$ cat config.mk
export PLATFORM = sky130hd
export DESIGN_NAME = axi_addr_arbiter_n_flat
export DESIGN_NICKNAME = d
export VERILOG_FILES = /design/src/rtl/axi_addr_arbiter_n_if.sv /design/src/rtl/axi_addr_arbiter_n.sv /design/src/flat_wrapper.sv
export SDC_FILE = /design/constraint.sdc
export NUM_CORES = 1
export LEC_CHECK = 0
export ABC_AREA = 1
export CORE_ASPECT_RATIO = 1.4
export CORE_MARGIN = 4
export CORE_UTILIZATION = 25
export CTS_CLUSTER_DIAMETER = 80
export DETAILED_ROUTE_END_ITERATION = 8
export PLACE_DENSITY_LB_ADDON = 0.2
export SYNTH_ARGS = -nofsm -noshare
export SYNTH_HDL_FRONTEND = slang
export SYNTH_SLANG_ARGS = --single-unit
$ cat constraint.sdc
create_clock -name clk -period 2.1 [get_ports clk]
set_clock_uncertainty 0.2 [all_clocks]
set_input_delay 0.525 -clock clk [delete_from_list [all_inputs] [get_ports clk]]
set_output_delay 0.525 -clock clk [all_outputs]
set_load 0.005 [all_outputs]
$ cat src/rtl/axi_addr_arbiter_n_if.sv
// axi_addr_arbiter_n_if: N-master AXI address-channel bundle.
// slave = arbiter view, master = request-side/environment view.
interface axi_addr_arbiter_n_if #(
  parameter int NUM_M     = 2,
  parameter int MID_BITS  = 4,
  parameter int ID_BITS   = 4,
  parameter int ADDR_BITS = 32,
  parameter int LEN_BITS  = 4,
  parameter int SIZE_BITS = 3
);
  logic [NUM_M*ID_BITS-1:0]   ID_S;
  logic [NUM_M*ADDR_BITS-1:0] ADDR_S;
  logic [NUM_M*LEN_BITS-1:0]  LEN_S;
  logic [NUM_M*SIZE_BITS-1:0] SIZE_S;
  logic [NUM_M*2-1:0]         BURST_S;
  logic [NUM_M-1:0]           VALID_S;
  logic [NUM_M-1:0]           READY_S;

  logic [MID_BITS+ID_BITS-1:0] IDS_M;
  logic [ADDR_BITS-1:0]        ADDR_M;
  logic [LEN_BITS-1:0]         LEN_M;
  logic [SIZE_BITS-1:0]        SIZE_M;
  logic [1:0]                  BURST_M;
  logic                        VALID_M;
  logic                        READY_M;

  logic [NUM_M-1:0] GRANT;
  logic             ERR_DROP;

  modport slave (
    input  ID_S, ADDR_S, LEN_S, SIZE_S,
    input  BURST_S, VALID_S, READY_M,
    output READY_S, IDS_M, ADDR_M, LEN_M,
    output SIZE_M, BURST_M, VALID_M,
    output GRANT, ERR_DROP
  );

  modport master (
    output ID_S, ADDR_S, LEN_S, SIZE_S,
    output BURST_S, VALID_S, READY_M,
    input  READY_S, IDS_M, ADDR_M, LEN_M,
    input  SIZE_M, BURST_M, VALID_M,
    input  GRANT, ERR_DROP
  );
endinterface

$ cat src/rtl/axi_addr_arbiter_n.sv
// axi_addr_arbiter_n: N-master AXI AR/AW arbiter, fixed or round-robin.
// Ports: clk, rst (async active-low), bus (slave modport of the _if).
module axi_addr_arbiter_n #(
  parameter int NUM_M     = 2,
  parameter int MID_BITS  = 4,
  parameter int ID_BITS   = 4,
  parameter int ADDR_BITS = 32,
  parameter int LEN_BITS  = 4,
  parameter int SIZE_BITS = 3,
  parameter int RR_MODE   = 1
) (
  input logic clk,
  input logic rst,
  axi_addr_arbiter_n_if.slave bus
);
  localparam int IW = (NUM_M > 1) ? $clog2(NUM_M) : 1;

  typedef enum logic {IDLE, LOCK} st_t;

  st_t           state;
  logic [IW-1:0] lock_q;
  logic [IW-1:0] rr_q;
  logic          err_q;

  logic          found;
  logic [IW-1:0] win;
  logic [IW-1:0] g;
  logic          act;
  logic [NUM_M-1:0] gnt;

  // Winner search; round-robin starts one past the last served master.
  always_comb begin
    int idx;
    found = 1'b0;
    win   = '0;
    idx   = 0;
    if (RR_MODE != 0) begin
      for (int k = 1; k <= NUM_M; k++) begin
        idx = int'(rr_q) + k;
        if (idx >= NUM_M) idx = idx - NUM_M;
        if (!found && bus.VALID_S[IW'(idx)]) begin
          found = 1'b1;
          win   = IW'(idx);
        end
      end
    end else begin
      for (int i = 0; i < NUM_M; i++) begin
        if (bus.VALID_S[i]) begin
          found = 1'b1;
          win   = IW'(i);
        end
      end
    end
  end

  // Reset gates the datapath so nothing leaks out while rst is low.
  always_comb begin
    g   = (state == LOCK) ? lock_q : win;
    act = rst && ((state == LOCK) || found);
    gnt = '0;
    gnt[g] = 1'b1;
  end

  always_comb begin
    bus.GRANT   = '0;
    bus.IDS_M   = '0;
    bus.ADDR_M  = '0;
    bus.LEN_M   = '0;
    bus.SIZE_M  = '0;
    bus.BURST_M = '0;
    bus.VALID_M = 1'b0;
    bus.READY_S = '0;
    if (act) begin
      bus.GRANT   = gnt;
      bus.IDS_M   = {MID_BITS'(gnt),
                     bus.ID_S[g*ID_BITS +: ID_BITS]};
      bus.ADDR_M  = bus.ADDR_S[g*ADDR_BITS +: ADDR_BITS];
      bus.LEN_M   = bus.LEN_S[g*LEN_BITS +: LEN_BITS];
      bus.SIZE_M  = bus.SIZE_S[g*SIZE_BITS +: SIZE_BITS];
      bus.BURST_M = bus.BURST_S[g*2 +: 2];
      bus.VALID_M = bus.VALID_S[g];
      bus.READY_S[g] = bus.VALID_S[g] & bus.READY_M;
    end
  end

  assign bus.ERR_DROP = err_q;

  always_ff @(posedge clk or negedge rst) begin
    if (!rst) begin
      state  <= IDLE;
      lock_q <= '0;
      rr_q   <= IW'(NUM_M - 1);
      err_q  <= 1'b0;
    end else begin
      unique case (state)
        IDLE: begin
          if (found) begin
            if (bus.READY_M) begin
              rr_q <= win;
            end else begin
              state  <= LOCK;
              lock_q <= win;
            end
          end
        end
        LOCK: begin
          if (!bus.VALID_S[lock_q]) begin
            err_q <= 1'b1;
            state <= IDLE;
          end else if (bus.READY_M) begin
            rr_q  <= lock_q;
            state <= IDLE;
          end
        end
        default: state <= IDLE;
      endcase
    end
  end
endmodule

$ cat src/flat_wrapper.sv
// flat-port wrapper written by rule: the top's interface ports become plain ports
module axi_addr_arbiter_n_flat 
#(
  parameter int NUM_M     = 2,
  parameter int MID_BITS  = 4,
  parameter int ID_BITS   = 4,
  parameter int ADDR_BITS = 32,
  parameter int LEN_BITS  = 4,
  parameter int SIZE_BITS = 3,
  parameter int RR_MODE   = 1
)
  (clk, rst, bus_ID_S, bus_ADDR_S, bus_LEN_S, bus_SIZE_S, bus_BURST_S, bus_VALID_S, bus_READY_M, bus_READY_S, bus_IDS_M, bus_ADDR_M, bus_LEN_M, bus_SIZE_M, bus_BURST_M, bus_VALID_M, bus_GRANT, bus_ERR_DROP);
  axi_addr_arbiter_n_if #(.NUM_M(NUM_M), .MID_BITS(MID_BITS), .ID_BITS(ID_BITS), .ADDR_BITS(ADDR_BITS), .LEN_BITS(LEN_BITS), .SIZE_BITS(SIZE_BITS)) bus_i ();
  input logic clk;
  input logic rst;
  input wire logic [$bits(bus_i.ID_S)-1:0] bus_ID_S;
  input wire logic [$bits(bus_i.ADDR_S)-1:0] bus_ADDR_S;
  input wire logic [$bits(bus_i.LEN_S)-1:0] bus_LEN_S;
  input wire logic [$bits(bus_i.SIZE_S)-1:0] bus_SIZE_S;
  input wire logic [$bits(bus_i.BURST_S)-1:0] bus_BURST_S;
  input wire logic [$bits(bus_i.VALID_S)-1:0] bus_VALID_S;
  input wire logic [$bits(bus_i.READY_M)-1:0] bus_READY_M;
  output wire logic [$bits(bus_i.READY_S)-1:0] bus_READY_S;
  output wire logic [$bits(bus_i.IDS_M)-1:0] bus_IDS_M;
  output wire logic [$bits(bus_i.ADDR_M)-1:0] bus_ADDR_M;
  output wire logic [$bits(bus_i.LEN_M)-1:0] bus_LEN_M;
  output wire logic [$bits(bus_i.SIZE_M)-1:0] bus_SIZE_M;
  output wire logic [$bits(bus_i.BURST_M)-1:0] bus_BURST_M;
  output wire logic [$bits(bus_i.VALID_M)-1:0] bus_VALID_M;
  output wire logic [$bits(bus_i.GRANT)-1:0] bus_GRANT;
  output wire logic [$bits(bus_i.ERR_DROP)-1:0] bus_ERR_DROP;
  assign bus_i.ID_S = bus_ID_S;
  assign bus_i.ADDR_S = bus_ADDR_S;
  assign bus_i.LEN_S = bus_LEN_S;
  assign bus_i.SIZE_S = bus_SIZE_S;
  assign bus_i.BURST_S = bus_BURST_S;
  assign bus_i.VALID_S = bus_VALID_S;
  assign bus_i.READY_M = bus_READY_M;
  assign bus_READY_S = bus_i.READY_S;
  assign bus_IDS_M = bus_i.IDS_M;
  assign bus_ADDR_M = bus_i.ADDR_M;
  assign bus_LEN_M = bus_i.LEN_M;
  assign bus_SIZE_M = bus_i.SIZE_M;
  assign bus_BURST_M = bus_i.BURST_M;
  assign bus_VALID_M = bus_i.VALID_M;
  assign bus_GRANT = bus_i.GRANT;
  assign bus_ERR_DROP = bus_i.ERR_DROP;
  axi_addr_arbiter_n #(.NUM_M(NUM_M), .MID_BITS(MID_BITS), .ID_BITS(ID_BITS), .ADDR_BITS(ADDR_BITS), .LEN_BITS(LEN_BITS), .SIZE_BITS(SIZE_BITS), .RR_MODE(RR_MODE)) u_core (.clk(clk), .rst(rst), .bus(bus_i));
endmodule
Yosys cells after proc, flatten, opt, wreduce, memory -nomap -nowiden. Index checks and enable logic that the tools add are counted.

Register bits after elaboration: 4. Word-level logic and storage cells: 72.

Add/subtract/negate cells: 4. Multipliers: 1. Magnitude comparators: 7. Eq/ne operators: 4. Shifts and indexed selects: 5. Multiplexer cells: 34. Bitwise operators: 5. Reduce and logical (&&, ||, !) cells: 8.

Operators by type and width (number): $shiftx 64x7->32 (1); $mux 32 (1); $mux 1 (24); $shiftx 8x4->4 (2); $lt 1x3->1 const B (2); $mux 2 (3); $mux 6 (1); $ne 2x2->1 const B (3); $shiftx 6x4->3 (1); $lt 1x2->1 const B (2); $mux 4 (1); $pmux 1 s2 (2); $reduce_and 4->1 (1); $shiftx 4x3->2 (1); $add 1x2->3 const B (1); $ge 3x2->1 const B (1); $logic_and 1x1->1 (3); $mul 1x2->3 const B (1); $mux 3 (1); $not 1->1 (3); $reduce_and 3->1 (1); $add 1x1->2 const B (1); $and 2x2->2 (1); $ge 2x2->1 const B (1); other kinds (8) (9).

Longest topological paths before layout. Gate-level depths: netlist of the first run.

Depth in word-level cells: 17. Gate-level depth with buffers: 8. Mapped depth without buffers: 6.

Worst setup path before layout of the first run. Ideal clock, no wire load.

Path kind: in2out. From: input bus_VALID_S[0]. To: output bus_ADDR_M[0]. Data arrival time: 1.171 ns. Required time: 1.375 ns. Path slack: 0.204 ns. Stages: 8. Path buffers: 2. Path through: inv_2 > nand2_4 > nand2_4 > nor2_4 > buf_6 > buf_12 > nand2_2 > nand2_1.

Word-level cells in the longest chain between the ends: 9. Elaborated cells between the ends (all ways): 15. Those cells by class: 1 x shift; 10 x mux; 4 x reduce/logical.

Ends and longest elaborated chain: start: declaration (line flat_wrapper.sv:21) `input wire logic [$bits(bus_i.VALID_S)-1:0] bus_VALID_S;`; $mux 1 (not written as such) (2 in a row) (line axi_addr_arbiter_n.sv:41) `if (!found && bus.VALID_S[IW'(idx)]) begin`; $mux 1 (line axi_addr_arbiter_n.sv:41); $logic_not 1->1 (line axi_addr_arbiter_n.sv:41); $logic_and 1x1->1 (line axi_addr_arbiter_n.sv:41); $mux 1 (line axi_addr_arbiter_n.sv:41); $mux 1 or $logic_or 1x1->1 (tied branches) (line axi_addr_arbiter_n.sv:58, axi_addr_arbiter_n.sv:59); $shiftx 64x7->32 or $logic_and 1x1->1 (tied branches) (line axi_addr_arbiter_n.sv:77, axi_addr_arbiter_n.sv:59); $mux 32 * (line axi_addr_arbiter_n.sv:73) `if (act) begin`; end: declaration (line flat_wrapper.sv:25) `output wire logic [$bits(bus_i.ADDR_M)-1:0] bus_ADDR_M;`.

Mark *: on every way between the ends. The rest lies on a longest branch, timed or not. The select of a mux whose other input is x is not followed.

Worst setup path after layout of the first run.
From: register u_core.rr_q. To: output bus_ADDR_M[8].

Word-level cells in the longest chain between the ends: 8. Elaborated cells between the ends (all ways): 13. Those cells by class: 4 x add/sub; 2 x order compare; 1 x shift; 6 x mux.

Ends and longest elaborated chain: start: declaration (line axi_addr_arbiter_n.sv:22) `logic [IW-1:0] rr_q;`; start signal: assignment (line axi_addr_arbiter_n.sv:92) `rr_q <= IW'(NUM_M - 1);`; start signal: assignment (line axi_addr_arbiter_n.sv:99) `rr_q <= win;`; start signal: assignment (line axi_addr_arbiter_n.sv:111) `rr_q <= lock_q;`; parallel branches: the longest is 4 deep, another holds $add 1x2->3; $mux 1 * (line axi_addr_arbiter_n.sv:41); $mux 1 * (line axi_addr_arbiter_n.sv:58) `g = (state == LOCK) ? lock_q : win;`; $shiftx 64x7->32 * (line axi_addr_arbiter_n.sv:77) `bus.ADDR_M = bus.ADDR_S[g*ADDR_BITS +: ADDR_BITS];`; $mux 32 * (line axi_addr_arbiter_n.sv:73).

Every way passes the cells marked *.

==> results of run 1 <==
## logic make-up (layout without fill, tap and decap cells)
family	count (synthesis)	after routing	synth area share
AOI/OAI and AO/OA	1	1	0.00576
and+or+nand+nor	163	163	0.720
DFF	4	4	0.0932
other	1	2	0.00345
buffers and inverters	27	193	0.177
## layout make-up
type	count	area (µm²)
repair buffers	180	1690
fillers	371	1300
inverters	9	36.3
clock buffers	4	45.0
flip-flops and latches	4	101
well taps	45	56.3
multi-input cells	166	980
## synth_stat cells (all sizes together)
master / number / area (µm²)
inv: 9 / 33.8
buf: 18 / 159
conb: 1 / 3.75
nand2: 106 / 490
nor2: 5 / 26.3
dfrtp: 3 / 75.1
nand4: 1 / 6.26
nand3: 50 / 255
dfstp: 1 / 26.3
o22ai: 1 / 6.26
nor3: 1 / 5.00
## flip-flops by register name (all words and copies together) (netlist names)
register and cells:
u_core.bus.ERR_DROP 1, u_core.lock_q 1, u_core.rr_q 1, u_core.state 1
## layer usage
layer | track usage | part of all wire
met1 | 0.209 | 0.38
met2 | 0.363 | 0.53
met3 | 0.0262 | 0.074
met4 | 0.0550 | 0.013
met5 | 0 | 0
## worst register-to-register path, stage by stage, from the launching register on
cell and delay, ns:
dfstp_2 0.53, inv_2 0.05, nand3_4 0.08, nand2_4 0.06, buf_4 0.13, buf_6 0.12
buf_8 0.13, buf_4 0.13, nand4_1 0.06, nand2_1 0.06
## how the worst max path moves through the flow
stage / from / to / slack (ns) / cells past startpoint
after floorplan: bus_VALID_S[0] / bus_ADDR_M[0] / 0.20 / 8
after global placement: bus_VALID_S[0] / bus_READY_S[0] / -0.88 / 9
after detailed placement: bus_VALID_S[0] / bus_READY_S[0] / -0.92 / 9
after CTS: u_core.rr_q / bus_ADDR_M[31] / -0.27 / 10
after global routing: u_core.rr_q / bus_ADDR_M[8] / -0.32 / 10
final: u_core.rr_q / bus_ADDR_M[8] / -0.24 / 10
## what timing repair did
action	4_1_cts	5_1_grt
setup endpoints to repair	52	52
gates resized for setup	247	58
gates cloned	4	0
hold endpoints to repair	0	0
setup buffers	13	2
pin swaps	5	5
## where the power goes
group	total, mW	leakage [nW]	internal (mW)	switching [mW]
clock	0.170	0.0228	0.130	0.0401
sequential	0.106	0.0439	0.0957	0.0101
combinational	0.977	1.48	0.554	0.422
total	1.25	1.55	0.779	0.473
==> impl_results.rst, run 1 <==
.. list-table::
   :header-rows: 1

   * - Metric
     - Value
   * - Setup repair after global routing missed its margin
     - true
   * - End of the worst register-to-register path
     - u_core.rr_q
   * - Ratio of cells with drive above 1 in the final layout
     - 0.457
   * - Number of buffers and inverters on the critical path
     - 5
   * - Commonest non-fill, non-tap cell in the layout
     - clkdlybuf4s50_1
   * - Number of standard cells after synthesis
     - 196
   * - Count of synthesis-stage warnings from yosys
     - 0
   * - GRT Overall Usage
     - 0.188
   * - Cts-stage hold buffer count
     - 0
   * - Net count of the finished layout
     - 459
   * - Mean instance size in the synthesized netlist
     - 5.55 µm²
   * - Family with the most delay on the worst path
     - buffers and inverters
   * - Biggest cell delay along the critical path
     - 0.53 ns
   * - Chip Width
     - 63.7 µm
   * - Distinct cells, synth
     - 19
   * - Slowest CP cell
     - dfstp_2
   * - Data required, critical path
     - 1.37 ns
   * - Setup TNS
     - -6.97 ns
   * - Worst Reg2Reg Path Length in Cells
     - 9
   * - Routability congestion estimate
     - 0.869
   * - Area of the die
     - 0.00548 mm²
   * - Clock tree from TritonCTS
     - yes
   * - Share of synthesized area occupied by flip-flops and latches
     - 0.0932
   * - CTS clk-pin slew, worst paths
     - 0.04 ns
   * - Shortest clock period the worst path allows after layout
     - 2.34 ns
   * - Clock latency reported for the late side of the worst-skew pair
     - 0.22 ns
   * - Number of inserted diodes
     - 0
   * - WHS
     - 0.132 ns
   * - Growth of design area from synthesis to finish
     - 167%
   * - Register bit total from synthesis
     - 4
   * - Length of the first detailed-routing pass in iterations
     - 4
   * - Share of the core filled with cells in the final layout
     - 0.691
   * - Initial standard-cell utilization of the core
     - 0.259
   * - Final setup violating endpoints
     - 50
   * - Number of antenna violations at the first check in global routing
     - 0
   * - Max FO, Critical Path
     - 7
   * - Num Clock Sinks
     - 4
   * - Launch point of the worst reg-to-reg path
     - u_core.rr_q
   * - Final Hold Vio Count
     - 0
   * - Number of instances in the placed design
     - 389
   * - Area of all placed cells without fillers
     - 0.00291 mm²
   * - Most frequent cells in the layout
     - clkdlybuf4s50_1 (92), nand2_1 (46), nand2_2 (45), buf_2 (43), nand3_1 (41)
   * - # port buffers
     - 147
   * - Pin count of the biggest net entering global routing
     - 20
   * - I/O pin count
     - 150
   * - Overall power after layout
     - 1.25 mW
   * - First-pass GRT wire length
     - 8380 µm
   * - Via/cell ratio
     - 4.62
   * - Number of DRC markers after the initial detailed-route iteration
     - 63
   * - Via count of the first global-routing pass
     - 1776
   * - PwrDens
     - 431 mW/mm²
   * - Path category of the worst min-delay check
     - input port to async pin
   * - Type of destination of the critical path
     - primary output
   * - Core area
     - 0.00420 mm²
   * - Post-place instance area
     - 0.00262 mm²
   * - Post-route ant nets
     - 0
   * - Vias after detailed routing
     - 1883
   * - Number of violations of the max-capacitance limit
     - 0
   * - Period Utilization, post-route
     - 1.11
   * - CTS root buf
     - clkbuf_8
   * - Final worst slack
     - -0.241 ns
   * - Number of standard cells in the layout, taps in and fillers out
     - 408
   * - Cell Chain, Critical Path
     - inv_2 -> nand3_4 -> nand2_4 -> nor2_4 -> buf_12 -> buf_8 -> buf_4 -> nand2_2 -> nand2_1 -> buf_2
   * - Number of design rule violations left after detail routing
     - 0
   * - Number of clock buffers inserted by TritonCTS
     - 3
   * - Arrival time at the worst endpoint
     - 1.62 ns
   * - Slew Limit Fails
     - 0
   * - Static power due to leakage
     - 1.55 nW
   * - Grt ovf
     - 0
   * - Total standard cell area after synthesis
     - 0.00109 mm²
   * - Register-to-Register Setup Slack
     - 0.49 ns
   * - Run status
     - finished, violations left
   * - Standard-cell rows
     - 28
   * - Minimum setup slack after placement
     - -0.920 ns
   * - CP Class
     - flop to primary output
   * - VDD IR-drop max
     - 0.492 mV
   * - Dpl hpwl
     - 4080 µm
   * - Post-Route WL
     - 5580 µm
   * - Deepest level of the CTS H-tree
     - 1
   * - Routed wire per std cell
     - 13.7 µm
   * - Clock Tree Buf Depth
     - 2
   * - Critical path startpoint category
     - flop
   * - Violated checks
     - negative setup slack
   * - Max frequency
     - 0.427 GHz
   * - Die extent in y
     - 86.0 µm
(Power assumes the default switching activity.)
==> inputs of run 2 (changes only) <==
Settings changed: CORE_ASPECT_RATIO 1.4 to not set, CORE_UTILIZATION 25 to 27.
Clock period 2.1 ns to 2.9 ns, I/O delays scaled along.
==> run 2 against run 1 <==
Net effect: the run now ends clean; clock-buffer cell count stayed put; sequential share of layout area is 0.15 points higher; critical path depth is 2 lower; wire length is 8.8% lower; largest cell class unchanged.
==> impl_results.rst, run 2 (same netlist as run 1, synthesis figures left out) <==
.. list-table::
   :header-rows: 1

   * - Metric
     - Value
   * - Cell Chain, Critical Path
     - buf_4 -> nand3_2 -> nand2_4 -> buf_4 -> buf_4 -> nand2_1 -> inv_1 -> clkdlybuf4s50_1
   * - Most used cell, CP
     - buf_4
   * - Via count of the first global-routing pass
     - 1719
   * - Number of inserted diodes
     - 0
   * - Die extent in y
     - 71.5 µm
   * - Chip Width
     - 71.5 µm
   * - VDD IR-drop max
     - 0.284 mV
   * - Clock latency reported for the late side of the worst-skew pair
     - 0.22 ns
   * - Number of antenna violations at the first check in global routing
     - 0
   * - Sequential standard cell area
     - 101 µm²
   * - Period Utilization, post-route
     - 0.975
   * - CP Class
     - input port to primary output
   * - Most frequent cells in the layout
     - clkdlybuf4s50_1 (97), nand2_1 (73), nand3_1 (49), dlygate4sd2_1 (39), nand2_2 (30)
   * - Slew Limit Fails
     - 0
   * - Post-place instance area
     - 0.00260 mm²
   * - Number of design rule violations left after detail routing
     - 0
   * - Data required, critical path
     - 1.98 ns
   * - CTS clk-pin slew, worst paths
     - 0.03 ns
   * - Max FO, Critical Path
     - 4
   * - Run status
     - completed
   * - Ratio of cells with drive above 1 in the final layout
     - 0.199
   * - Dpl hpwl
     - 4110 µm
   * - PwrDens
     - 292 mW/mm²
   * - Number of violations of the max-capacitance limit
     - 0
   * - Arrival time at the worst endpoint
     - 1.90 ns
   * - Post-Route WL
     - 5090 µm
   * - Biggest cell delay along the critical path
     - 0.50 ns
   * - Area of all placed cells without fillers
     - 0.00278 mm²
   * - Slowest CP cell
     - clkdlybuf4s50_1
   * - Vias after detailed routing
     - 1803
   * - Grt ovf
     - 0
   * - Initial standard-cell utilization of the core
     - 0.288
   * - I/O pin count
     - 150
   * - Via/cell ratio
     - 4.46
   * - Number of buffers and inverters on the critical path
     - 5
   * - Number of clock buffers inserted by TritonCTS
     - 3
   * - Max frequency
     - 0.354 GHz
   * - Multi-input gate area in the final layout
     - 802 µm²
   * - Area of the die
     - 0.00511 mm²
   * - Net count of the finished layout
     - 452
   * - Path category of the worst min-delay check
     - flop to flop
   * - Core area
     - 0.00377 mm²
   * - Static power due to leakage
     - 1.56 nW
   * - Type of destination of the critical path
     - primary output
   * - Clock Tree Buf Depth
     - 2
   * - CTS root buf
     - clkbuf_8
   * - Routability congestion estimate
     - 0.780
   * - GRT Overall Usage
     - 0.188
   * - Commonest non-fill, non-tap cell in the layout
     - clkdlybuf4s50_1
   * - Final Hold Vio Count
     - 0
   * - Number of DRC markers after the initial detailed-route iteration
     - 29
   * - Num Clock Sinks
     - 4
   * - Pin count of the biggest net entering global routing
     - 34
   * - Shortest clock period the worst path allows after layout
     - 2.83 ns
   * - WHS
     - 0.271 ns
   * - Family with the most delay on the worst path
     - buffers and inverters
   * - Routed wire per std cell
     - 12.6 µm
   * - Growth of design area from synthesis to finish
     - 156%
   * - First-pass GRT wire length
     - 7980 µm
   * - Deepest level of the CTS H-tree
     - 1
   * - Count of fill cells added during filler insertion
     - 335
   * - Standard-cell rows
     - 22
   * - Final setup violating endpoints
     - 0
   * - # port buffers
     - 147
   * - Clock tree from TritonCTS
     - yes
   * - Critical path startpoint category
     - input port
   * - Length of the first detailed-routing pass in iterations
     - 4
   * - Post-route ant nets
     - 0
## run 2: power breakdown
group / leakage (nW) / switching [mW] / internal (mW) / total [mW]
sequential: 0.0439 / 0.00657 / 0.0691 / 0.0757
combinational: 1.49 / 0.254 / 0.358 / 0.611
clock: 0.0228 / 0.0313 / 0.0941 / 0.125
total: 1.56 / 0.292 / 0.521 / 0.812
## run 2: worst reg2reg max path, stage by stage (launching register included)
cell and delay (ns):
dfrtp_1 0.41, inv_2 0.12, nand3_2 0.12, nand2_4 0.09, buf_4 0.15, buf_6 0.14, nand4_1 0.09, nand2_1 0.08
## run 2: worst paths after layout
| kind | startpoint | cells past startpoint | slack, ns | end |
|---|---|---|---|---|
| max | bus_VALID_S[0] | 8 | 0.07 | bus_IDS_M[5] |
| min | u_core.rr_q | 2 | 0.27 | u_core.rr_q |
| max reg2reg | u_core.state | 7 | 1.45 | u_core.rr_q |
| min reg2reg | u_core.rr_q | 2 | 0.27 | u_core.rr_q |
| max in group asynchronous | rst | 2 | 1.96 | u_core.rr_q |
| min in group asynchronous | rst | 2 | 0.35 | u_core.bus.ERR_DROP |
## run 2: per-layer routing
metal / GRT usage / wire (µm) / vias up
met4: 0.0376 / 8 / 0
met2: 0.358 / 2570 / 91
li1: - / - / 934
met5: 0 / 0 / -
met3: 0.0477 / 566 / 2
met1: 0.209 / 1950 / 776
## run 2: what timing repair did
action,in CTS,in global routing
hold buffers,0,0
gates cloned,2,0
endpoints found under the hold margin,0,0
endpoints found under the setup margin,52,11
setup buffers,7,4
resized for setup,59,11
pin swaps,2,1
## run 2: metrics by stage
step	instances	power [mW]	setup TNS, ns	setup slack, ns	utilization
after global routing	404	0.880	-0.0000284	-0.0000284	0.738
after CTS	400	0.817	-0.823	-0.152	0.726
after global placement	387	0.665	-24.29	-0.514	0.689
after detailed placement	387	0.670	-25.59	-0.554	0.689
after floorplan	197	0.327	0	0.604	-
final	404	0.812	0	0.0738	0.738
## run 2: area by class of cell
| type | instances | share of cell area |
|---|---|---|
| Tap cell | 48 | 0.0216 |
| Sequential cell | 4 | 0.0364 |
| Timing Repair Buffer | 173 | 0.625 |
| Inverter | 9 | 0.0130 |
| Clock buffer | 4 | 0.0162 |
| Multi-Input combinational cell | 166 | 0.288 |
